$ cat src/rtl/multicycle_controller.sv
// multicycle_controller: main control FSM of the multicycle RV32I core.
// Sequences fetch, decode, address generation, memory access, execute and
// write-back over the shared ALU and unified memory. Also counts retired
// instructions and latches a sticky flag on unsupported opcodes.
//
// Memory handshake: the controller presents a request (AdrSrc/MemWrite, or
// IRWrite in FETCH) every cycle it sits in FETCH, MEMREAD or MEMWRITE. An
// access completes on the rising edge where mem_ready is 1. The request is
// held unchanged until that edge. mem_ready is ignored in every other state.
module multicycle_controller #(
  parameter int INSTRET_W = 32
) (
  input  logic                 clk,
  input  logic                 reset,
  input  logic [6:0]           op,
  input  logic                 zero,
  input  logic                 mem_ready,
  output logic                 PCWrite,
  output logic                 AdrSrc,
  output logic                 MemWrite,
  output logic                 IRWrite,
  output logic [1:0]           ResultSrc,
  output logic [1:0]           ALUSrcA,
  output logic [1:0]           ALUSrcB,
  output logic [1:0]           ALUOp,
  output logic [1:0]           ImmSrc,
  output logic                 RegWrite,
  output logic                 illegal,
  output logic [INSTRET_W-1:0] instret,
  output logic [3:0]           state
);

  // Opcodes the core supports.
  localparam logic [6:0] OP_LOAD  = 7'b0000011;
  localparam logic [6:0] OP_STORE = 7'b0100011;
  localparam logic [6:0] OP_RTYPE = 7'b0110011;
  localparam logic [6:0] OP_ITYPE = 7'b0010011;
  localparam logic [6:0] OP_BEQ   = 7'b1100011;
  localparam logic [6:0] OP_JAL   = 7'b1101111;

  // Mux select encodings.
  localparam logic [1:0] RES_ALUOUT = 2'b00;
  localparam logic [1:0] RES_DATA   = 2'b01;
  localparam logic [1:0] RES_ALURES = 2'b10;

  localparam logic [1:0] SRCA_PC    = 2'b00;
  localparam logic [1:0] SRCA_OLDPC = 2'b01;
  localparam logic [1:0] SRCA_RD1   = 2'b10;

  localparam logic [1:0] SRCB_RD2   = 2'b00;
  localparam logic [1:0] SRCB_IMM   = 2'b01;
  localparam logic [1:0] SRCB_FOUR  = 2'b10;

  localparam logic [1:0] ALUOP_ADD  = 2'b00;
  localparam logic [1:0] ALUOP_SUB  = 2'b01;
  localparam logic [1:0] ALUOP_FUNC = 2'b10;

  localparam logic [1:0] IMM_I = 2'b00;
  localparam logic [1:0] IMM_S = 2'b01;
  localparam logic [1:0] IMM_B = 2'b10;
  localparam logic [1:0] IMM_J = 2'b11;

  // Encodings are visible on the debug port, so they are pinned explicitly.
  typedef enum logic [3:0] {
    S_FETCH    = 4'd0,
    S_DECODE   = 4'd1,
    S_MEMADR   = 4'd2,
    S_MEMREAD  = 4'd3,
    S_MEMWB    = 4'd4,
    S_MEMWRITE = 4'd5,
    S_EXECUTER = 4'd6,
    S_EXECUTEI = 4'd7,
    S_ALUWB    = 4'd8,
    S_BEQ      = 4'd9,
    S_JAL      = 4'd10,
    S_ILLEGAL  = 4'd11
  } state_t;

  state_t state_q;
  state_t state_n;
  logic   branch;
  logic   pcupdate;
  logic   retire;
  logic   illegal_q;

  // State register; reset may land in any state, including mid-access.
  always_ff @(posedge clk or posedge reset) begin
    if (reset) begin
      state_q <= S_FETCH;
    end else begin
      state_q <= state_n;
    end
  end

  // Next state and per-state control outputs.
  always_comb begin
    state_n   = S_FETCH;
    AdrSrc    = 1'b0;
    MemWrite  = 1'b0;
    IRWrite   = 1'b0;
    ResultSrc = RES_ALUOUT;
    ALUSrcA   = SRCA_PC;
    ALUSrcB   = SRCB_RD2;
    ALUOp     = ALUOP_ADD;
    RegWrite  = 1'b0;
    branch    = 1'b0;
    pcupdate  = 1'b0;
    retire    = 1'b0;
    case (state_q)
      S_FETCH: begin
        // Address = PC; ALU computes PC+4 in parallel. The IR and PC only
        // load once the memory has actually returned the instruction.
        AdrSrc    = 1'b0;
        ALUSrcA   = SRCA_PC;
        ALUSrcB   = SRCB_FOUR;
        ALUOp     = ALUOP_ADD;
        ResultSrc = RES_ALURES;
        IRWrite   = mem_ready;
        pcupdate  = mem_ready;
        state_n   = mem_ready ? S_DECODE : S_FETCH;
      end
      S_DECODE: begin
        // OldPC + imm: branch/jump target, harmless for other opcodes.
        ALUSrcA = SRCA_OLDPC;
        ALUSrcB = SRCB_IMM;
        ALUOp   = ALUOP_ADD;
        case (op)
          OP_LOAD, OP_STORE: state_n = S_MEMADR;
          OP_RTYPE:          state_n = S_EXECUTER;
          OP_ITYPE:          state_n = S_EXECUTEI;
          OP_BEQ:            state_n = S_BEQ;
          OP_JAL:            state_n = S_JAL;
          default:           state_n = S_ILLEGAL;
        endcase
      end
      S_MEMADR: begin
        ALUSrcA = SRCA_RD1;
        ALUSrcB = SRCB_IMM;
        ALUOp   = ALUOP_ADD;
        state_n = (op == OP_LOAD) ? S_MEMREAD : S_MEMWRITE;
      end
      S_MEMREAD: begin
        AdrSrc    = 1'b1;
        ResultSrc = RES_ALUOUT;
        state_n   = mem_ready ? S_MEMWB : S_MEMREAD;
      end
      S_MEMWB: begin
        ResultSrc = RES_DATA;
        RegWrite  = 1'b1;
        retire    = 1'b1;
        state_n   = S_FETCH;
      end
      S_MEMWRITE: begin
        // Write strobe is held until the memory accepts it.
        AdrSrc    = 1'b1;
        ResultSrc = RES_ALUOUT;
        MemWrite  = 1'b1;
        retire    = mem_ready;
        state_n   = mem_ready ? S_FETCH : S_MEMWRITE;
      end
      S_EXECUTER: begin
        ALUSrcA = SRCA_RD1;
        ALUSrcB = SRCB_RD2;
        ALUOp   = ALUOP_FUNC;
        state_n = S_ALUWB;
      end
      S_EXECUTEI: begin
        ALUSrcA = SRCA_RD1;
        ALUSrcB = SRCB_IMM;
        ALUOp   = ALUOP_FUNC;
        state_n = S_ALUWB;
      end
      S_ALUWB: begin
        ResultSrc = RES_ALUOUT;
        RegWrite  = 1'b1;
        retire    = 1'b1;
        state_n   = S_FETCH;
      end
      S_BEQ: begin
        // rs1 - rs2; PC takes the target latched in DECODE when equal.
        ALUSrcA   = SRCA_RD1;
        ALUSrcB   = SRCB_RD2;
        ALUOp     = ALUOP_SUB;
        ResultSrc = RES_ALUOUT;
        branch    = 1'b1;
        retire    = 1'b1;
        state_n   = S_FETCH;
      end
      S_JAL: begin
        // PC <- target (ALUOut from DECODE); ALU forms the link OldPC+4.
        ALUSrcA   = SRCA_OLDPC;
        ALUSrcB   = SRCB_FOUR;
        ALUOp     = ALUOP_ADD;
        ResultSrc = RES_ALUOUT;
        pcupdate  = 1'b1;
        state_n   = S_ALUWB;
      end
      S_ILLEGAL: begin
        // Parked with every strobe low until reset.
        state_n = S_ILLEGAL;
      end
      default: begin
        // Unused encodings recover to FETCH with all outputs low.
        state_n = S_FETCH;
      end
    endcase
  end

  // Immediate format follows the opcode regardless of state.
  always_comb begin
    ImmSrc = IMM_I;
    case (op)
      OP_LOAD, OP_ITYPE: ImmSrc = IMM_I;
      OP_STORE:          ImmSrc = IMM_S;
      OP_BEQ:            ImmSrc = IMM_B;
      OP_JAL:            ImmSrc = IMM_J;
      default:           ImmSrc = IMM_I;
    endcase
  end

  assign PCWrite = (branch & zero) | pcupdate;

  // Retired-instruction counter, wraps naturally at 2^INSTRET_W.
  always_ff @(posedge clk or posedge reset) begin
    if (reset) begin
      instret <= '0;
    end else if (retire) begin
      instret <= instret + INSTRET_W'(1);
    end
  end

  // Sticky illegal flag, set on the same edge the FSM parks in ILLEGAL.
  always_ff @(posedge clk or posedge reset) begin
    if (reset) begin
      illegal_q <= 1'b0;
    end else if (state_n == S_ILLEGAL) begin
      illegal_q <= 1'b1;
    end
  end

  assign illegal = illegal_q;
  assign state   = state_q;

endmodule

$ cat config.mk
export PLATFORM = sky130hd
export DESIGN_NAME = multicycle_controller
export DESIGN_NICKNAME = d
export VERILOG_FILES = /design/src/rtl/multicycle_controller.sv
export SDC_FILE = /design/constraint.sdc
export NUM_CORES = 1
export LEC_CHECK = 0
export ABC_AREA = 0
export BUFFER_PORTS_ARGS = -buffer_cell sky130_fd_sc_hd__clkbuf_2
export CAP_MARGIN = 40
export CORE_MARGIN = 2
export CORE_UTILIZATION = 30
export DETAILED_ROUTE_END_ITERATION = 10
export PLACE_DENSITY = 0.53
export SLEW_MARGIN = 20
export SYNTH_ARGS = -nofsm -noshare
export SYNTH_HDL_FRONTEND = slang
export SYNTH_SLANG_ARGS = --single-unit
export TNS_END_PERCENT = 10
$ cat constraint.sdc
create_clock -name clk -period 3 [get_ports clk]
set_input_delay 0.75 -clock clk [delete_from_list [all_inputs] [get_ports clk]]
set_output_delay 0.75 -clock clk [all_outputs]
set_load 0.005 [all_outputs]
Word-level counts from Yosys, hierarchy flattened
Cells that the tools add are included.
{"block": "op_classes", "addsub": 1, "mul": 0, "div": 0, "magnitude_cmp": 0, "n_eq_ne": 18, "shifts": 0, "muxes": 18, "n_bitwise": 2, "reduce_logical": 11}
{"cell": "adder 32 x 1 -> 32 bit, second input constant", "count": 1}
{"cell": "one-hot mux 4 bit (7 select lines)", "count": 1}
{"cell": "equality test 4 bit, second input constant", "count": 5}
{"cell": "one-hot mux 4 bit (5 select lines)", "count": 1}
{"cell": "equality test 4 x 3 -> 1 bit, second input constant", "count": 4}
{"cell": "one-hot mux 2 bit (2 select lines)", "count": 4}
{"cell": "equality test 7 x 6 -> 1 bit, second input constant", "count": 2}
{"cell": "equality test 7 bit, second input constant", "count": 2}
{"cell": "OR reduction 2 bit", "count": 6}
{"cell": "2-to-1 mux 3 bit", "count": 3}
{"cell": "OR reduction 3 bit", "count": 3}
{"cell": "equality test 4 x 2 -> 1 bit, second input constant", "count": 2}
{"cell": "equality test 7 x 2 -> 1 bit, second input constant", "count": 1}
{"cell": "equality test 7 x 5 -> 1 bit, second input constant", "count": 1}
{"cell": "2-to-1 mux 1 bit", "count": 6}
{"cell": "one-hot mux 2 bit (3 select lines)", "count": 1}
{"cell": "equality test 4 x 1 -> 1 bit, second input constant", "count": 1}
{"cell": "logical NOT 4 bit", "count": 1}
{"cell": "one-hot mux 1 bit (2 select lines)", "count": 2}
{"cell": "OR reduction 4 bit", "count": 1}
{"cell": "bitwise AND 1 bit", "count": 1}
{"cell": "bitwise OR 1 bit", "count": 1}
{"block": "totals", "ff_bits": 37, "latchBits": 0, "ramBits": 0, "romBits": 0, "inputBits": 11, "out_inout_bits": 52, "elab_cells": 53, "n_memories": 0}

Depth between registers and ports, before layout
{"block": "logic_depth", "depth_word": 5, "mapped_depth": 7, "mapped_depth_nobuf": 5}

Worst setup path after synthesis
OpenSTA, ideal clock, no wires.
{"block": "synth_path", "kind": "input port to output port", "startpoint": "in op[1]", "endpoint": "out ImmSrc[1]", "arrival_time_ns": 1.624, "required_ns": 2.250, "slack_ns": 0.626, "cell_stages": 3, "n_path_buf": 0, "cell_sequence": "nand2_1 > or4b_2 > a21oi_1"}
{"block": "synth_between", "elab_chain_cells": 2, "elab_cells_between_ends": 4, "classes_between": "3 x eq/ne; 1 x mux"}
{"element": "start, declared", "line_no": "15", "rtl": "input logic [6:0] op,"}
{"element": "equality test 7 bit or equality test 7 x 6 -> 1 bit (tied branches)", "line_no": "212", "rtl": "case (op)"}
{"element": "one-hot mux 2 bit (3 select lines) *", "line_no": "212"}
{"element": "end, declared", "line_no": "26", "rtl": "output logic [1:0] ImmSrc,"}
Mark *: on every way between the ends. The rest lies on a longest branch, timed or not.

Worst setup path in the final report
{"block": "layout_path", "startpoint": "in op[5]", "endpoint": "out ImmSrc[1]"}
The elaborated chain is that of the path after synthesis.

==> flow_summary.yaml <==
drt:
  dr.first_iter.drc_count: 69
  drt-pass1-iter-count: 4
  via_count: 1714
  wirelength_um: 4570
  antenna_left: 0
  drc: 0
  viasPerCell: 4.79
  routedWlPerCell_um: 12.8
logic_synthesis:
  synth_area_per_cell_um2: 9.44
  ys_seq_elements: 37
  ys_async_sr_fraction_pct: 100
  synth_cell_types: 44
  synth_fa_ha_area_share_pct: 0.614
  synthesis.area_mm2: 0.00204
  ys.flop_type: "dfrtp_1"
  synth.area.top_cells: "dfrtp_1 45%, xor2_1 7.7%, xnor2_1 6.0%"
  synth.area.mux_share_pct: 0.552
  synth_xor_area_share_pct: 13.8
  syn-instance-count: 216
  synth_nets: 228
  synth_top_family_by_area: "simple AND/OR/NAND/NOR gates"
  synth-simple-area-share_pct: 28.0
  synth_area_leader_cell: "dfrtp_1"
  yosysWarnings: 0
  ys_seq_area_share_pct: 45.4
  synth_edf_count: 0
  yosys.area.top_type_share_pct: 45.4
  synth-compound-area-share_pct: 7.37
timing:
  fin_worst_skew_ns: 0.00491
  slew_headroom_pct: 67.0
  min_period_over_period_pct: 86.6
  rsz0062_at_grt: "no"
  finalSetupViolCount: 0
  worst_pin_slew_ns: 0.494
  fmax_mhz: 385
  slew_viol_final: 0
  tns_ns: 0
  min_period_ns: 2.60
  hold_viol: 0
placed_design:
  gp_congestion: 0.724
  placement.io_buffers: 62
  dp_hpwl_um: 3310
layout:
  area_growth_pct: 23.4
  nNetsFinal: 289
  num_antenna_cells: 0
  seqCellArea_um2: 926
  drive_gt1_share_pct: 31.3
  multiInputGateArea_mm2: 0.00102
  fillCellCount: 694
clocking:
  clock_path_buffers: 2
  cts_resized: 0
  cts_hold_buffers: 0
  numCtsBuffers: 5
  ctsHtreeMaxLevel: 2
  clk_latency_ns: 0.28
  cts-root-buf: "clkbuf_8"
  clkTransAtPathRegs_ns: 0.07
  clkSinkCount: 37
  cts_tree: "yes"
  post_cts_buffers: 0
power:
  comb_power_share_pct: 34.5
  vdd_drop_max_mv: 0.348
  p_total_mw: 1.64
  seq_power_share_pct: 42.5
  power_per_cell_area_mw_per_mm2: 651
  p_switching_mw: 0.583
  switching_share_pct: 35.6
  p_clk_share_pct: 23.0
  leakage_nw: 1.04
  intPower_mw: 1.05
worst_hold_path:
  min_path_type: "flip-flop to flip-flop"
global_route:
  groute.usage.overall_pct: 12.8
  antenna_found_initial: 0
  grt_max_degree: 38
  grt_pass1_wl_um: 7710
  grt-ovfl-total: 0
  grt_pass1_vias: 1606
critical_path:
  crit_chain: "clkbuf_2 > inv_1 > or4b_2 > a21oi_1 > clkbuf_2"
  cpMaxStageDelayCell: "or4b_2"
  start_kind: "input port"
  cp.arrival_ns: 1.85
  crit_fanout: 3
  crit_type: "input port to output port"
  worstPathRequired_ns: 2.25
  path_common_cell: "clkbuf_2"
  end_kind: "output port"
  max_stage_delay_ns: 0.69
floorplanning:
  core_area_mm2: 0.00668
  dieArea_mm2: 0.00747
  die_y_um: 86.4
  rows: 30
  io_pins: 63
  dieWidth_um: 86.4
  start_util_pct: 30.5
job:
  cap_violations: 0
run_status:
  status: "completed"
## power by group through the flow
| stage | Sequential, mW | Clock [mW] | Combinational, mW |
|---|---|---|---|
| 3_3_place_gp | 0.707 | 0 | 0.573 |
| 2_1_floorplan | 0.648 | 0 | 0.412 |
| 5_1_grt | 0.721 | 0.407 | 0.650 |
| 3_5_place_dp | 0.709 | 0 | 0.569 |
| 6_report | 0.696 | 0.377 | 0.565 |
| 4_1_cts | 0.698 | 0.393 | 0.574 |
## final cells by class
class                   count  area share [%]
clock buffers               7            3.83
clock inverters             1           0.199
inverters                   8            1.19
multi-input cells         160            40.7
flip-flops and latches     37            36.8
well taps                  80            3.98
repair buffers             65            13.2
## sequential cells by signal, indices dropped and copies added (netlist names)
register and flops:
instret 32, illegal 1, state 4
## cells in the mapped netlist (3+ instances only)
library cell,number
o211ai_1,3
inv_1,8
o21ai_0,3
dfrtp_1,37
nor2b_1,5
nor3_1,8
a21oi_1,5
nand3_1,8
nand4_1,9
nand2_1,21
nor2_2,3
nor2_1,19
or3_1,6
xnor2_1,14
xor2_1,18
clkbuf_1,7
nor3_2,4
nand2b_1,7
## cell usage in the layout, fill, tap and decap left out, drive strengths merged, types with 2 or more instances in the layout
cell type / n
nand3: 8
xnor2: 14
xor2: 18
o211ai: 3
or2: 2
nor3b: 2
nand2b: 7
o22a: 2
nor2: 22
nand2: 21
o21ai: 3
inv: 8
nor4: 2
nor2b: 5
or3: 6
buf: 3
nor3: 12
dfrtp: 37
o21a: 2
nand4: 9
or4: 2
a21oi: 5
clkbuf: 69
## worst max-delay path: cells and delay by family
kind                   cells  cell delay [ns]
and+or+nand+nor            1             0.69
buffers and inverters      3             0.27
AOI/OAI and AO/OA          1             0.14
## final timing paths
kind,from,end,slack (ns),depth (start not counted)
setup / recovery,op[5],ImmSrc[1],0.40,5
hold / removal,instret[31],instret[31],0.47,1
setup reg to reg,state[2],instret[30],0.71,5
hold reg to reg,instret[31],instret[31],0.47,1
max in group asynchronous,reset,illegal,2.12,3
min in group asynchronous,reset,instret[20],0.55,3
## metal layers
metal	vias to the layer above	global-route usage [%]	part of all wire (%)
met5	-	0	0
li1	856	-	-
met1	803	17.4	48
met3	6	3.14	4.7
met2	49	19.7	46
met4	0	4.83	1.1
## per-stage QoR
stage	worst slack (ns)	util, %	area, µm²	instances	hold slack [ns]
3_5_place_dp	0.399	36.1	2410	350	0.456
3_3_place_gp	0.402	36.1	2410	350	0.456
6_report	0.401	37.6	2510	358	0.468
4_1_cts	0.397	37.6	2510	358	0.470
5_1_grt	0.316	37.6	2510	358	0.473
2_1_floorplan	0.626	-	2040	216	0.465
## logic make-up (layout without fill, tap and decap cells)
| logic type | Yosys count | count (layout) |
|---|---|---|
| buffers and inverters | 19 | 81 |
| adder cells (fa/ha/maj) | 1 | 1 |
| XOR/XNOR | 32 | 32 |
| AND/OR/NAND/NOR | 104 | 104 |
| AO/OA/AOI/OAI | 22 | 22 |
| multiplexers | 1 | 1 |
| flip-flops | 37 | 37 |
(Power assumes the default switching activity.)
